--- src/rtl/iopage_ctl_if.sv ---
// CPU-side and device-side I/O page bus bundle for iopage_ctl.
// slave = controller view, master = CPU/device environment view.
interface iopage_ctl_if;
  logic        cpu_req;
  logic [12:0] cpu_addr;
  logic        cpu_wr;
  logic        cpu_byte_op;
  logic [15:0] cpu_data_in;
  logic [15:0] cpu_data_out;
  logic        cpu_ack;
  logic        cpu_berr;
  logic [12:0] iopage_addr;
  logic [15:0] iopage_wdata;
  logic        iopage_rd;
  logic        iopage_wr;
  logic        iopage_byte_op;
  logic [3:0]  dev_decode;
  logic [3:0]  dev_ready;
  logic [63:0] dev_data;
  logic        decode_conflict;

  modport slave (
    input  cpu_req, cpu_addr, cpu_wr, cpu_byte_op, cpu_data_in,
    input  dev_decode, dev_ready, dev_data,
    output cpu_data_out, cpu_ack, cpu_berr,
    output iopage_addr, iopage_wdata, iopage_rd, iopage_wr, iopage_byte_op,
    output decode_conflict
  );

  modport master (
    output cpu_req, cpu_addr, cpu_wr, cpu_byte_op, cpu_data_in,
    output dev_decode, dev_ready, dev_data,
    input  cpu_data_out, cpu_ack, cpu_berr,
    input  iopage_addr, iopage_wdata, iopage_rd, iopage_wr, iopage_byte_op,
    input  decode_conflict
  );
endinterface

--- src/rtl/iopage_ctl.sv ---
// I/O page access controller: latches a CPU request, strobes the decoded
// device slot, waits up to TIMEOUT cycles for ready, then acks or bus-errors.
//
// state  | meaning
// IDLE   | waiting for cpu_req
// STROBE | strobes up, slot decoded, ready sampled
// WAIT   | strobes up, counting cycles until ready or timeout
// ACK    | one-cycle completion pulse
// BERR   | one-cycle bus-error pulse
module iopage_ctl #(
  parameter int unsigned TIMEOUT = 8
) (
  input logic        clk,
  input logic        reset,
  iopage_ctl_if.slave bus
);

  localparam logic [2:0] S_IDLE   = 3'd0;
  localparam logic [2:0] S_STROBE = 3'd1;
  localparam logic [2:0] S_WAIT   = 3'd2;
  localparam logic [2:0] S_ACK    = 3'd3;
  localparam logic [2:0] S_BERR   = 3'd4;

  localparam logic [3:0] TIMEOUT_CNT = 4'(TIMEOUT);

  logic [2:0]  state_q, state_d;
  logic [3:0]  cnt_q, cnt_d;
  logic [1:0]  sel_q, sel_d;
  logic        wr_q, wr_d;
  logic        byte_q, byte_d;
  logic [12:0] addr_q, addr_d;
  logic [15:0] wdata_q, wdata_d;
  logic [15:0] rdata_q, rdata_d;
  logic        conflict_q, conflict_d;

  logic [1:0]  dec_sel;
  logic        dec_multi;
  logic [1:0]  slot;
  logic        slot_ready;
  logic [15:0] slot_data;
  logic [3:0]  cnt_inc;

  always_comb begin
    dec_sel = 2'd0;
    if (bus.dev_decode[0])      dec_sel = 2'd0;
    else if (bus.dev_decode[1]) dec_sel = 2'd1;
    else if (bus.dev_decode[2]) dec_sel = 2'd2;
    else if (bus.dev_decode[3]) dec_sel = 2'd3;
  end

  assign dec_multi  = (bus.dev_decode & (bus.dev_decode - 4'd1)) != 4'd0;
  // STROBE uses the live decode; WAIT uses the slot registered in STROBE.
  assign slot       = (state_q == S_STROBE) ? dec_sel : sel_q;
  assign slot_ready = bus.dev_ready[slot];
  assign slot_data  = bus.dev_data[{slot, 4'b0000} +: 16];
  assign cnt_inc    = cnt_q + 4'd1;

  always_comb begin
    state_d    = state_q;
    cnt_d      = cnt_q;
    sel_d      = sel_q;
    wr_d       = wr_q;
    byte_d     = byte_q;
    addr_d     = addr_q;
    wdata_d    = wdata_q;
    rdata_d    = rdata_q;
    conflict_d = conflict_q;
    case (state_q)
      S_IDLE: begin
        if (bus.cpu_req) begin
          addr_d  = bus.cpu_addr;
          wr_d    = bus.cpu_wr;
          byte_d  = bus.cpu_byte_op;
          wdata_d = bus.cpu_data_in;
          state_d = S_STROBE;
        end
      end
      S_STROBE: begin
        if (bus.dev_decode == 4'd0) begin
          state_d = S_BERR;
        end else begin
          sel_d      = dec_sel;
          conflict_d = conflict_q | dec_multi;
          if (slot_ready) begin
            state_d = S_ACK;
            if (!wr_q) rdata_d = slot_data;
          end else begin
            state_d = S_WAIT;
            cnt_d   = 4'd0;
          end
        end
      end
      S_WAIT: begin
        // Ready is checked before the timeout so a late ready still wins.
        if (slot_ready) begin
          state_d = S_ACK;
          if (!wr_q) rdata_d = slot_data;
        end else begin
          cnt_d = cnt_inc;
          if (cnt_inc == TIMEOUT_CNT) state_d = S_BERR;
        end
      end
      S_ACK:   state_d = S_IDLE;
      S_BERR:  state_d = S_IDLE;
      default: state_d = S_IDLE;
    endcase
  end

  always_ff @(posedge clk or posedge reset) begin
    if (reset) begin
      state_q    <= S_IDLE;
      cnt_q      <= 4'd0;
      sel_q      <= 2'd0;
      wr_q       <= 1'b0;
      byte_q     <= 1'b0;
      addr_q     <= 13'd0;
      wdata_q    <= 16'd0;
      rdata_q    <= 16'd0;
      conflict_q <= 1'b0;
    end else begin
      state_q    <= state_d;
      cnt_q      <= cnt_d;
      sel_q      <= sel_d;
      wr_q       <= wr_d;
      byte_q     <= byte_d;
      addr_q     <= addr_d;
      wdata_q    <= wdata_d;
      rdata_q    <= rdata_d;
      conflict_q <= conflict_d;
    end
  end

  // All outputs come straight from registers, so reset clears them at once.
  assign bus.cpu_data_out    = rdata_q;
  assign bus.cpu_ack         = (state_q == S_ACK);
  assign bus.cpu_berr        = (state_q == S_BERR);
  assign bus.iopage_addr     = addr_q;
  assign bus.iopage_wdata    = wdata_q;
  assign bus.iopage_byte_op  = byte_q;
  assign bus.iopage_rd       = ((state_q == S_STROBE) || (state_q == S_WAIT)) && !wr_q;
  assign bus.iopage_wr       = ((state_q == S_STROBE) || (state_q == S_WAIT)) && wr_q;
  assign bus.decode_conflict = conflict_q;

endmodule

--- src/flat_wrapper.sv ---
// flat-port wrapper written by rule: the top's interface ports become plain ports
module iopage_ctl_flat 
#(
  parameter int unsigned TIMEOUT = 8
)
  (clk, reset, bus_cpu_req, bus_cpu_addr, bus_cpu_wr, bus_cpu_byte_op, bus_cpu_data_in, bus_dev_decode, bus_dev_ready, bus_dev_data, bus_cpu_data_out, bus_cpu_ack, bus_cpu_berr, bus_iopage_addr, bus_iopage_wdata, bus_iopage_rd, bus_iopage_wr, bus_iopage_byte_op, bus_decode_conflict);
  iopage_ctl_if bus_i ();
  input logic clk;
  input logic reset;
  input wire logic [$bits(bus_i.cpu_req)-1:0] bus_cpu_req;
  input wire logic [$bits(bus_i.cpu_addr)-1:0] bus_cpu_addr;
  input wire logic [$bits(bus_i.cpu_wr)-1:0] bus_cpu_wr;
  input wire logic [$bits(bus_i.cpu_byte_op)-1:0] bus_cpu_byte_op;
  input wire logic [$bits(bus_i.cpu_data_in)-1:0] bus_cpu_data_in;
  input wire logic [$bits(bus_i.dev_decode)-1:0] bus_dev_decode;
  input wire logic [$bits(bus_i.dev_ready)-1:0] bus_dev_ready;
  input wire logic [$bits(bus_i.dev_data)-1:0] bus_dev_data;
  output wire logic [$bits(bus_i.cpu_data_out)-1:0] bus_cpu_data_out;
  output wire logic [$bits(bus_i.cpu_ack)-1:0] bus_cpu_ack;
  output wire logic [$bits(bus_i.cpu_berr)-1:0] bus_cpu_berr;
  output wire logic [$bits(bus_i.iopage_addr)-1:0] bus_iopage_addr;
  output wire logic [$bits(bus_i.iopage_wdata)-1:0] bus_iopage_wdata;
  output wire logic [$bits(bus_i.iopage_rd)-1:0] bus_iopage_rd;
  output wire logic [$bits(bus_i.iopage_wr)-1:0] bus_iopage_wr;
  output wire logic [$bits(bus_i.iopage_byte_op)-1:0] bus_iopage_byte_op;
  output wire logic [$bits(bus_i.decode_conflict)-1:0] bus_decode_conflict;
  assign bus_i.cpu_req = bus_cpu_req;
  assign bus_i.cpu_addr = bus_cpu_addr;
  assign bus_i.cpu_wr = bus_cpu_wr;
  assign bus_i.cpu_byte_op = bus_cpu_byte_op;
  assign bus_i.cpu_data_in = bus_cpu_data_in;
  assign bus_i.dev_decode = bus_dev_decode;
  assign bus_i.dev_ready = bus_dev_ready;
  assign bus_i.dev_data = bus_dev_data;
  assign bus_cpu_data_out = bus_i.cpu_data_out;
  assign bus_cpu_ack = bus_i.cpu_ack;
  assign bus_cpu_berr = bus_i.cpu_berr;
  assign bus_iopage_addr = bus_i.iopage_addr;
  assign bus_iopage_wdata = bus_i.iopage_wdata;
  assign bus_iopage_rd = bus_i.iopage_rd;
  assign bus_iopage_wr = bus_i.iopage_wr;
  assign bus_iopage_byte_op = bus_i.iopage_byte_op;
  assign bus_decode_conflict = bus_i.decode_conflict;
  iopage_ctl #(.TIMEOUT(TIMEOUT)) u_core (.clk(clk), .reset(reset), .bus(bus_i));
endmodule
--- config.mk ---
export PLATFORM = sky130hd
export DESIGN_NAME = iopage_ctl_flat
export DESIGN_NICKNAME = d
export VERILOG_FILES = /design/src/rtl/iopage_ctl_if.sv /design/src/rtl/iopage_ctl.sv /design/src/flat_wrapper.sv
export SDC_FILE = /design/constraint.sdc
export NUM_CORES = 1
export LEC_CHECK = 0
export CORE_MARGIN = 10
export CORE_UTILIZATION = 41
export CTS_BUF_LIST = sky130_fd_sc_hd__clkbuf_4 sky130_fd_sc_hd__clkbuf_8
export DETAILED_ROUTE_END_ITERATION = 10
export PLACE_DENSITY = 0.93
export SETUP_SLACK_MARGIN = 0.2
export SYNTH_ARGS = -nofsm -noshare
export SYNTH_HDL_FRONTEND = slang
export SYNTH_SLANG_ARGS = --single-unit
--- constraint.sdc ---
create_clock -name clk -period 2.6 [get_ports clk]
set_input_delay 0.78 -clock clk [delete_from_list [all_inputs] [get_ports clk]]
set_output_delay 0.78 -clock clk [all_outputs]
set_load 0.01 [all_outputs]
==> metrics, run 1 <==
Setup WS post-layout 0.206 ns; worst hold endpoint u_core.bus.decode_conflict$_DFFE_PP0P_; routed wire length 11.1 mm; DRT antenna net count 0; asr flop ratio synth 100%; Total GRT Usage 18.4%; slowest CP cell clkdlybuf4s50_1; Hold Crit Class register to register; RSZ-0062 raised after global routing true; Final Max Tran Viols 0; RePlAce Congestion 0.833; Peak VDD IR 0.736 mV; Cells after Synth 234; Nets 533; diode count 0; #FFs+latches synth 57; R2R Path End u_core.bus.cpu_data_out[11]$_DFFE_PP0P_; crit path kind input pin to register; vias in the first global route 3016; grt total ovfl 0; I/O pins 157; pin count of the biggest net entering global routing 37; dominant cells by area after synthesis dfrtp_1 48%, mux2i_1 16%, mux2_2 14%; CP startpoint kind input pin; Yosys top cell area share 47.8%; Synth Flop Type dfrtp_1; Worst Path Required 2.80 ns; die width 105 um; clk_lat worst skew 0.33 ns; Worst Tran Pin Value 0.484 ns; register-to-register setup slack 0.24 ns; status complete, no violations; final worst-path cycle share 92.1%; via count 2758; CP Cell Sequence clkdlybuf4s50_1, a21oi_1, o32ai_4, nor2_4, a211oi_4, buf_6, buf_12, mux2_2; H-tree depth 3; Num CTS Buffers 9; skew final 0.00950 ns; synth unique cells 42; final critical-path required period 2.39 ns; layout cells sized above 1 29.5%; FMAX 0.418 GHz; DP HPWL 7.67 mm; P_leak 2.26 nW; R2R depth 8; largest fanout on the critical path 8; first drt pass iteration count 4; Site Rows 31; Initial Util 41.6%; clk sinks 57; Layout area overhead 80.1%; Total Neg Setup Slack 0 ns; area of the multi-input gates 0.00162 mm^2; total power 6.12 mW; hold_buf cts 0; Root Driver clkbuf_8; critical path arrival 2.60 ns; Setup-failing EPs final 0; Reg clk slew, reported paths 0.07 ns; Die Y 105 um; Area after DPL 0.00485 mm^2; PwrDens 1140 mW/mm^2; first-pass GRT wire length 16.4 mm; Avg Inst Size Synth 12.7 um^2; Core ar. 0.00718 mm^2; Max-cap violations 0; largest area contributor in the netlist dfrtp_1; post-synthesis cell area 0.00298 mm^2; DR WL/cell 21.0 um; initial antenna violation count 0; hold path start u_core.bus.decode_conflict$_DFFE_PP0P_; vias per inst 5.20; Yosys warning total 0; die area 0.0111 mm^2; DRC violations left 0; FF-to-FF Start u_core.state_q[2]$_DFFE_PP0P_; CTS tree built; number of flops mapped to enable cells by yosys 0; worst slack at placement -0.383 ns; Relative slew margins 67.7%; Initial DRC Count 107; Reg area 0.00143 mm^2; Crit. End Element register; # fillers 458; Layout Cell Area excl Fill 0.00537 mm^2; syn nets 341; Worst Hold Path Cells 1; Max clock buf depth 2; sequential fraction of the synthesis area 47.8%; Critical Path Max Stage Delay 0.53 ns; final hold violations 0; I/O Buffers 156
[placed cells by master, fill, tap and decap left out, drive strengths merged, types with 2 or more instances in the layout]
master,n
a21o,2
nand3,3
inv,2
mux2i,49
nor2,10
clkinv,2
nand2,3
a32o,2
clkdlybuf4s50,146
a221o,2
or3b,2
o21ai,3
a21oi,6
a31oi,2
mux2,48
nor3b,6
clkbuf,15
and3,2
dlygate4sd2,3
clkdlybuf4s15,3
dfrtp,57
o21bai,2
o31ai,3
buf,39
[cells in the mapped netlist, drive strengths merged, types with 3 or more instances]
library cell and n:
a21oi 6, buf 6, clkbuf 7, dfrtp 57
mux2 48, mux2i 49, nand2 3, nand3 3
nor2 10, nor3b 6, o21ai 3, o31ai 3
[critical path, delay by kind of cell]
kind	cells	cell delay (ns)
compound gates	3	0.59
buf+inv	3	0.81
mux	1	0.33
simple gates	1	0.08
[routing by layer]
layer / global-route usage [%] / vias to the layer above / part of all wire, %
met2: 33.3 / 129 / 54
met3: 6.46 / 18 / 7.2
li1: - / 1263 / -
met5: 0 / - / 0
met1: 19.3 / 1348 / 38
met4: 5.98 / 0 / 1.5
[through the flow]
step	instances	util [%]	hold slack, ns
after global routing	530	74.8	0.526
after CTS	527	73.1	0.489
after detailed placement	500	67.6	0.468
after global placement	500	67.6	0.464
after floorplan	234	-	0.478
final	530	74.8	0.498
[flip-flops by register name, indices dropped and copies added, names as in the netlist]
register	cells
u_core.wr_q	1
u_core.bus.iopage_wdata	16
u_core.state_q	3
u_core.bus.iopage_byte_op	1
u_core.bus.decode_conflict	1
u_core.sel_q	2
u_core.cnt_q	4
u_core.bus.iopage_addr	13
u_core.bus.cpu_data_out	16
[cell type report]
type	instances	share of cell area, %
Clock buffer	13	2.98
Inverter	2	0.140
Timing Repair Buffer	194	37.0
Tap cell	99	2.31
Clock inverter	3	0.746
Sequential cell	57	26.6
Multi-Input combinational cell	162	30.2
[cell families (layout without fill, tap and decap cells)]
kind of cell               Yosys count  count (layout)  synth area share (%)
adders and majority gates            1               1                 0.420
and+or+nand+nor                     34              34                  6.71
muxes                               97              97                  34.7
DFF                                 57              57                  47.8
buffers and inverters               15             212                  2.56
AOI/OAI and AO/OA                   29              29                  7.47
xor gates and xnor gates             1               1                 0.294
[worst max-delay path by stage]
| stage | from | end | depth (start not counted) |
|---|---|---|---|
| 2_1_floorplan | bus_dev_decode[1] | u_core.bus.cpu_data_out[0]$_DFFE_PP0P_ | 8 |
| 3_3_place_gp | bus_dev_ready[3] | u_core.bus.cpu_data_out[15]$_DFFE_PP0P_ | 8 |
| 3_5_place_dp | bus_dev_decode[1] | u_core.bus.cpu_data_out[5]$_DFFE_PP0P_ | 9 |
| 4_1_cts | bus_dev_decode[1] | u_core.bus.cpu_data_out[10]$_DFFE_PP0P_ | 9 |
| 5_1_grt | bus_dev_decode[2] | u_core.bus.cpu_data_out[11]$_DFFE_PP0P_ | 9 |
| 6_report | bus_dev_ready[1] | u_core.bus.cpu_data_out[11]$_DFFE_PP0P_ | 8 |
[what timing repair did]
action | CTS | global route
resized for setup | 37 | 24
cloned | 3 | 1
pin swaps | 9 | 8
endpoints found under the setup margin | 24 | 25
setup buffers | 8 | 2
[power breakdown]
group          internal [mW]  switching, mW
clock network          0.498          0.333
registers               1.34          0.295
logic                   2.21           1.44
Note: power is estimated with default switching activity, not from simulation.
==> run 2, diff against run 1 <==
- CELL_PAD_IN_SITES_DETAIL_PLACEMENT: not set -> 1
- CELL_PAD_IN_SITES_GLOBAL_PLACEMENT: not set -> 2
- CORE_UTILIZATION: 41 -> 24
- PLACE_DENSITY: 0.93 -> 0.91
==> run 2 against run 1 <==
Cell count rose by 12%. Cell area increased by 0.63%. Worst hold slack lost 0.0084 ns. First-iteration DRC count is 48% lower. Sequential share of layout area fell by 0.21 points. Flip-flop and latch count is the same. Non-clock buffer count fell by 3. Count of clock-buffer cells in the layout down 2. Largest cell class unchanged.
==> metrics, run 2 (synthesis gave the netlist of run 1 again) <==
status complete, no violations; R2R depth 8; CP startpoint kind register; Worst Tran Pin Value 0.402 ns; Layout area overhead 81.2%; RSZ-0062 raised after global routing true; Hold Slack 0.490 ns; final worst-path cycle share 89.8%; DR WL/cell 19.1 um; Net Switching 2.06 mW; layout cells sized above 1 27.3%; grt total ovfl 0; Reg clk slew, reported paths 0.07 ns; critical path arrival 1.56 ns; final hold violations 0; Total GRT Usage 12.8%; I/O Buffers 156; die area 0.0173 mm^2; DRC violations left 0; diode count 0; first-pass GRT wire length 18.1 mm; Initial Util 24.6%; area of the multi-input gates 0.00161 mm^2; Worst Hold Path Cells 1; Root Driver clkbuf_8; Die Y 131 um; CP Cell Sequence or3b_4, a21boi_1, clkdlybuf4s15_2; initial antenna violation count 0; Crit. End Element primary output; Max-cap violations 0; commonest non-fill, non-tap cell in the layout clkdlybuf4s50_1; most frequent cells in the layout 144 x clkdlybuf4s50_1, 56 x dfrtp_1, 48 x mux2i_1; crit path kind register to primary output; routed wire length 11.4 mm; die width 131 um; DP HPWL 8.65 mm; largest fanout on the critical path 5; total power 6.04 mW; I/O pins 157; hold_buf cts 0; PwrDens 1120 mW/mm^2; Num CTS Buffers 9; clk_lat worst skew 0.33 ns; met1 GRT Util 13.7%; met3 Use GR 4.99%; via count 2675; Final Max Tran Viols 0; pin count of the biggest net entering global routing 42; clk sinks 57; Core ar. 0.0121 mm^2; final critical-path required period 2.34 ns; # fillers 1307; H-tree depth 3; Max clock buf depth 2; Comb power frac 57.2%; Nets 530; DRT antenna net count 0; M2 GR Usage 23.4%; slowest CP cell dfrtp_2; Peak VDD IR 0.475 mV; Relative slew margins 73.2%; vias per inst 4.49; Site Rows 40; first drt pass iteration count 4; CTS tree built; Reg area 0.00143 mm^2; FMAX 0.428 GHz; Worst Path Required 1.82 ns; Critical Path Max Stage Delay 0.44 ns; RePlAce Congestion 0.816; Hold Crit Class register to register; clock network power share 15.7%; skew final 0.00968 ns; Sequential Power Share 27.0%; Sw Ratio 34.0%; P_leak 2.22 nW; gr busiest metal met2; Setup-failing EPs final 0; Pint 3.99 mW; vias in the first global route 3209; Initial DRC Count 56
[run 2: cell count changes in the layout (fill, tap and decap cells not counted), sizes merged]
cell | previous run | this run
clkbuf | 15 | 11
dlygate4sd2 | 3 | 6
clkdlybuf4s50 | 146 | 144
bufinv | 1 | 2
clkdlybuf4s15 | 3 | 2
clkinvlp | 0 | 1
dlymetal6s2s | 1 | 0
[run 2: power groups by stage]
stage / Clock [mW] / Combinational, mW / Sequential (mW)
floorplan: 0 / 1.47 / 1.76
global placement: 0 / 3.11 / 1.61
detailed placement: 0 / 3.20 / 1.65
CTS: 0.989 / 3.50 / 1.64
global route: 1.02 / 3.73 / 1.70
finish: 0.950 / 3.46 / 1.63
[run 2: timing repair]
item                       4_1_cts  5_1_grt
hold endpoints to repair         0        0
setup endpoints to repair       26       24
cloned                           2        0
buffers inserted                 5        2
resized for setup               48        9
pin swaps                        9        2
[run 2: metal layers]
layer,routed length [um],part of all wire [%]
met3,866,7.6
met1,4460,39
met2,5980,53
met5,0,0
met4,63,0.55
[run 2: worst max-delay path, delay by kind of cell (launching register included)]
kind / cells / cell delay (ns)
AOI/OAI and AO/OA: 1 / 0.13
buffers and inverters: 1 / 0.24
DFF: 1 / 0.44
and+or+nand+nor: 1 / 0.42
[run 2: final cells by class]
class / count / area share (%)
clock buffer: 11 / 2.80
clock inverter: 5 / 1.44
inverter: 2 / 0.139
multi-input combinational: 162 / 29.8
sequential: 57 / 26.4
tap: 168 / 3.89
timing repair buffer: 191 / 35.5
[run 2: per-stage QoR]
step	std cells	setup TNS [ns]	worst slack, ns	cell area [um^2]	util (%)
2_1_floorplan	234	0	0.0303	3000	-
3_3_place_gp	571	-6.95	-0.386	4960	41.0
3_5_place_dp	571	-8.70	-0.457	4960	41.0
4_1_cts	594	0	0.215	5370	44.3
5_1_grt	596	0	0.169	5400	44.6
6_report	596	0	0.265	5400	44.6
[run 2: path summary, 6_finish.rpt]
kind | from | endpoint | slack [ns]
max | u_core.state_q[1]$_DFFE_PP0P_ | bus_iopage_wr | 0.26
min | u_core.bus.cpu_data_out[5]$_DFFE_PP0P_ | u_core.bus.cpu_data_out[5]$_DFFE_PP0P_ | 0.49
max reg2reg | u_core.state_q[1]$_DFFE_PP0P_ | u_core.bus.cpu_data_out[14]$_DFFE_PP0P_ | 0.27
min reg2reg | u_core.bus.cpu_data_out[5]$_DFFE_PP0P_ | u_core.bus.cpu_data_out[5]$_DFFE_PP0P_ | 0.49
max in group asynchronous | reset | u_core.bus.iopage_wdata[11]$_DFFE_PP0P_ | 1.27
min in group asynchronous | reset | u_core.bus.cpu_data_out[6]$_DFFE_PP0P_ | 0.76
